==> src/rtl/axis_packet_sink.sv <==
// AXI-Stream packet sink.
// Buffers one packet of up to NUMBER_OF_INPUT_WORDS beats and checks it.
// Each beat must carry its 1-based index, have all byte strobes set, and
// assert TLAST on the final buffer slot only. Once a packet is complete,
// the buffer is drained one word per RD_EN pulse, and then the sink
// re-opens for the next packet.
module axis_packet_sink #(
    parameter int C_S_AXIS_TDATA_WIDTH  = 32,
    parameter int NUMBER_OF_INPUT_WORDS = 8
) (
    input  logic                                         S_AXIS_ACLK,
    input  logic                                         S_AXIS_ARESET,
    input  logic                                         S_AXIS_TVALID,
    input  logic [C_S_AXIS_TDATA_WIDTH-1:0]              S_AXIS_TDATA,
    input  logic [C_S_AXIS_TDATA_WIDTH/8-1:0]            S_AXIS_TSTRB,
    input  logic                                         S_AXIS_TLAST,
    output logic                                         S_AXIS_TREADY,
    input  logic                                         RD_EN,
    output logic [C_S_AXIS_TDATA_WIDTH-1:0]              RD_DATA,
    output logic                                         RD_VALID,
    output logic                                         PKT_DONE,
    output logic [$clog2(NUMBER_OF_INPUT_WORDS+1)-1:0]   PKT_LEN,
    output logic                                         PKT_ERR,
    output logic [15:0]                                  PKT_COUNT
);

    localparam int LEN_W = $clog2(NUMBER_OF_INPUT_WORDS + 1);
    localparam int PTR_W = (NUMBER_OF_INPUT_WORDS > 1) ? $clog2(NUMBER_OF_INPUT_WORDS) : 1;
    localparam logic [LEN_W-1:0] LAST_IDX = LEN_W'(NUMBER_OF_INPUT_WORDS - 1);

    typedef enum logic [1:0] {
        IDLE    = 2'b00,
        RECEIVE = 2'b01,
        FULL    = 2'b10
    } state_e;

    state_e                            state_q, state_d;
    logic [LEN_W-1:0]                  len_q, len_d;       // doubles as write pointer
    logic [LEN_W-1:0]                  rd_ptr_q, rd_ptr_d;
    logic                              err_q, err_d;
    logic [15:0]                       count_q, count_d;
    logic [C_S_AXIS_TDATA_WIDTH-1:0]   rd_data_q, rd_data_d;
    logic                              rd_valid_q, rd_valid_d;
    logic                              wr_en;
    logic [C_S_AXIS_TDATA_WIDTH-1:0]   buffer [NUMBER_OF_INPUT_WORDS];

    logic                              last_slot;
    logic [C_S_AXIS_TDATA_WIDTH-1:0]   exp_data;
    logic                              beat_err;

    // Content/protocol check of the beat currently presented on the bus.
    always_comb begin
        last_slot = (len_q == LAST_IDX);
        exp_data  = C_S_AXIS_TDATA_WIDTH'(len_q + 1'b1);
        // TLAST must coincide with the last buffer slot: early means short, missing means long.
        beat_err  = (S_AXIS_TDATA != exp_data) || !(&S_AXIS_TSTRB) || (S_AXIS_TLAST != last_slot);
    end

    // Next-state and datapath decode for receive and drain.
    // NOTE: every signal gets a default before the case, so no path leaves one unassigned and no latch is inferred.
    always_comb begin
        state_d    = state_q;
        len_d      = len_q;
        rd_ptr_d   = rd_ptr_q;
        err_d      = err_q;
        count_d    = count_q;
        rd_data_d  = rd_data_q;
        rd_valid_d = 1'b0;
        wr_en      = 1'b0;
        case (state_q)
            IDLE: state_d = RECEIVE;
            RECEIVE: begin
                if (S_AXIS_TVALID) begin
                    wr_en = 1'b1;
                    len_d = len_q + 1'b1;
                    err_d = err_q | beat_err;
                    if (S_AXIS_TLAST || last_slot) begin
                        state_d = FULL;
                        count_d = count_q + 16'd1;
                    end
                end
            end
            FULL: begin
                if (RD_EN) begin
                    rd_data_d  = buffer[rd_ptr_q[PTR_W-1:0]];
                    rd_valid_d = 1'b1;
                    rd_ptr_d   = rd_ptr_q + 1'b1;
                    if (rd_ptr_q == len_q - 1'b1) begin
                        state_d  = RECEIVE;
                        len_d    = '0;
                        rd_ptr_d = '0;
                        err_d    = 1'b0;
                    end
                end
            end
            default: state_d = IDLE;
        endcase
    end

    // State and control registers with synchronous reset.
    // NOTE: non-blocking assignments here so every register samples the pre-edge values, independent of statement order.
    always_ff @(posedge S_AXIS_ACLK) begin
        if (S_AXIS_ARESET) begin
            state_q    <= IDLE;
            len_q      <= '0;
            rd_ptr_q   <= '0;
            err_q      <= 1'b0;
            count_q    <= '0;
            rd_data_q  <= '0;
            rd_valid_q <= 1'b0;
        end else begin
            state_q    <= state_d;
            len_q      <= len_d;
            rd_ptr_q   <= rd_ptr_d;
            err_q      <= err_d;
            count_q    <= count_d;
            rd_data_q  <= rd_data_d;
            rd_valid_q <= rd_valid_d;
        end
    end

    // Packet buffer write port.
    // NOTE: the buffer has no reset; stale words are unreachable because the length and pointers are cleared.
    always_ff @(posedge S_AXIS_ACLK) begin
        if (wr_en) begin
            buffer[len_q[PTR_W-1:0]] <= S_AXIS_TDATA;
        end
    end

    assign S_AXIS_TREADY = (state_q == RECEIVE);
    assign PKT_DONE      = (state_q == FULL);
    assign PKT_LEN       = len_q;
    assign PKT_ERR       = err_q;
    assign PKT_COUNT     = count_q;
    assign RD_DATA       = rd_data_q;
    assign RD_VALID      = rd_valid_q;

endmodule

==> config.mk <==
export PLATFORM = sky130hd
export DESIGN_NAME = axis_packet_sink
export DESIGN_NICKNAME = d
export VERILOG_FILES = /design/src/rtl/axis_packet_sink.sv
export SDC_FILE = /design/constraint.sdc
export NUM_CORES = 1
export LEC_CHECK = 0
export BUFFER_PORTS_ARGS = -buffer_cell sky130_fd_sc_hd__buf_4
export CORE_ASPECT_RATIO = 0.75
export CORE_MARGIN = 3
export CORE_UTILIZATION = 51
export DETAILED_ROUTE_END_ITERATION = 10
export PLACE_DENSITY_LB_ADDON = 0.3
export SYNTH_ARGS = -nofsm -noshare
export SYNTH_HDL_FRONTEND = slang
export SYNTH_SLANG_ARGS = --single-unit
==> constraint.sdc <==
create_clock -name S_AXIS_ACLK -period 15.06 [get_ports S_AXIS_ACLK]
set_clock_uncertainty 0.05 [all_clocks]
set_input_delay 3.765 -clock S_AXIS_ACLK [delete_from_list [all_inputs] [get_ports S_AXIS_ACLK]]
set_output_delay 3.765 -clock S_AXIS_ACLK [all_outputs]
set_load 0.1 [all_outputs]
==> results_dict.tcl <==
set metrics [dict create \
    setup_viol 0 \
    clockRootBuffer "clkbuf_16" \
    post_cts_resized 0 \
    routedLengthMet1_um 11150 \
    status "complete, no violations" \
    hold_class "flop to flop" \
    ys_ff_latch 316 \
    clock_sinks 316 \
    fin_crit_sh_pct 36.57 \
    grt_pass1_wl_um 38390 \
    antenna_found_initial 0 \
    grt_pass1_vias 6635 \
    n_antenna_cell 0 \
    wl_per_cell_um 22.38 \
    holdWs_ps 449.2 \
    ys_async_sr_fraction_pct 0 \
    fin_util_pct 60.87 \
    dieWidth_um 184.3 \
    syn-num-nets 720 \
    wl_met3_um 1689 \
    max_cap_violations 0 \
    highest_layer "met4" \
    p_sw_share_pct 20.72 \
    slew_headroom_pct 25.03 \
    grt_setup_unrepaired "false" \
    critPathMaxStageDelay_ps 420 \
    crit_slowest_cell "dfxtp_1" \
    tightest_slew_ps 1122 \
    crit_path_end_kind "primary output" \
    insertion_delay_ps 550 \
    area_delta_synth_final_pct 16.34 \
    drtIter0Drc 567 \
    cp_num_buf_inv 1 \
    synth_flop_cell "edfxtp_1" \
    cts_tree "yes" \
    p_seq_share_pct 55.4 \
    synth_edf_count 256 \
    core_area_mm2 0.02324 \
    power.density_mw_per_mm2 122.3 \
    cp.arrival_ps 1690 \
    synth.cell_area_mm2 0.01216 \
    ctsHtreeMaxLevel 1 \
    synth_warnings 0 \
    power_leakage_nw 4.520 \
    fp-row-count 48 \
    vdd_drop_max_mv 0.08810 \
    viasPerCell 5.841 \
    cp_cell_sequence "nor2b_1 > buf_4" \
    ant_nets 0 \
    layout_common_cells "edfxtp_1, buf_4, mux4_2" \
    p_switching_w 0.0003583 \
    ios 97 \
    post_cts_buffers 0 \
    ys_types 42 \
    final_layout_size_suffix_gt1_share_pct 28.61 \
    dieArea_mm2 0.02575 \
    startpoint_type "flop" \
    routabilityCongestion 0.7992 \
    drt-total-wl_um 24560 \
    hold_viol_final 0 \
    port_buffers 96 \
    fin_tns_setup_ps 0 \
    syn_area_per_cell_um2 18.04 \
    p_int_w 0.001371 \
    period_minus_slack_ps 5508 \
    clkTransAtPathRegs_ps 60 \
    start_util_pct 52.32 \
    dr_wl_met2_um 11280 \
    hold_buffers 0 \
    postSynthCellCount 674 \
    finalMaxSlewViolations 0 \
    route.detailed.drc 0 \
    power_frac_comb_pct 4.6 \
    grt.total_usage_pct 19.24 \
    hpwl_um 14560 \
    clockPowerShare_pct 40.0 \
    first_pass_iters 5 \
    cts_made_buffers 29 \
    path_class "flop to primary output" \
    grt_max_degree 69 \
    fin_nets 822 \
    final_common_cell "edfxtp_1" \
    max_freq_mhz 181.6 \
    vias 6408 \
    cpLargestDelayFamily "flip-flops" \
    gr-total-overflow 0 \
    chipHeight_um 139.7 \
    yosysSeqAreaShare_pct 73.09 \
    clockBufferDepth 3 \
    worstPathRequired_ps 11250 \
    worstPathMaxFanout 6 \
]
per-layer routing:
metal,global-route usage (%),up-vias
li1,-,2876
met4,3.817,0
met1,29.42,3258
met3,3.475,35
met5,0,-
met2,29.59,239
state kept, by name (all words and copies together) (netlist names):
signal,count
RD_DATA,32
rd_ptr_q,4
PKT_COUNT,16
PKT_ERR,1
RD_VALID,1
state_q,2
PKT_LEN,4
buffer,256
worst paths after layout:
kind | from | endpoint | slack [ps] | depth (start not counted)
max | state_q[0] | S_AXIS_TREADY | 9550 | 2
max reg2reg | PKT_LEN[0] | PKT_COUNT[15] | 11980 | 8
min | RD_DATA[24] | RD_DATA[24] | 450 | 2
min reg2reg | RD_DATA[24] | RD_DATA[24] | 450 | 2
worst register-to-register path: cells and delay by family, from the launching register on:
kind | cells | cell delay [ps]
adders and majority gates | 2 | 660
DFF | 1 | 680
and+or+nand+nor | 6 | 1640
synth_stat cells (7+ instances only):
cell type  count  area share, %
edfxtp_1     256             63
mux4_2        64             12
dfxtp_1       60            9.9
nor2_1        53            1.6
a211oi_1      32            2.0
mux2i_1       32            2.6
nand2_1       24           0.74
clkbuf_1      18           0.56
xnor2_1       13           0.94
buf_2         12           0.49
xor2_1        10           0.72
inv_1          8           0.25
nor4_1         8           0.41
o21ai_0        8           0.33
a21oi_1        7           0.29
nand3_1        7           0.29
nor3_1         7           0.29
or3_1          7           0.36
kinds of logic after synthesis:
logic type	synth area share [%]
AOI/OAI and AO/OA	3.035
xor gates and xnor gates	1.657
muxes	14.49
buffers and inverters	1.605
adders and majority gates	0.5145
and+or+nand+nor	5.608
DFF	73.09
layout make-up:
cell class,count,area (um2)
Timing Repair Buffer,109,818.3
Clock buffer,39,813.3
Inverter,8,30.03
Tap cell,300,375.4
Clock inverter,13,90.09
Multi-Input combinational cell,312,3126
Sequential cell,316,8895
Fill cell,1697,9095
stage by stage:
stage | area [um2] | total power (W) | instances | setup WS [ps]
floorplan | 12160 | 0.001023 | 674 | 7476
global placement | 13240 | 0.001053 | 1045 | 9225
detailed placement | 13240 | 0.001056 | 1045 | 9166
CTS | 14150 | 0.001744 | 1097 | 9571
global route | 14150 | 0.001785 | 1097 | 9510
finish | 14150 | 0.001730 | 1097 | 9552
power by group through the flow:
stage	logic, W	clock network (W)	registers [W]
after floorplan	0.0000308	0	0.000992
after global placement	0.0000771	0	0.000976
after detailed placement	0.0000794	0	0.000977
after CTS	0.0000797	0.000706	0.000958
after global routing	0.0000847	0.000741	0.000958
final	0.0000794	0.000692	0.000958
(Power assumes the default switching activity.)
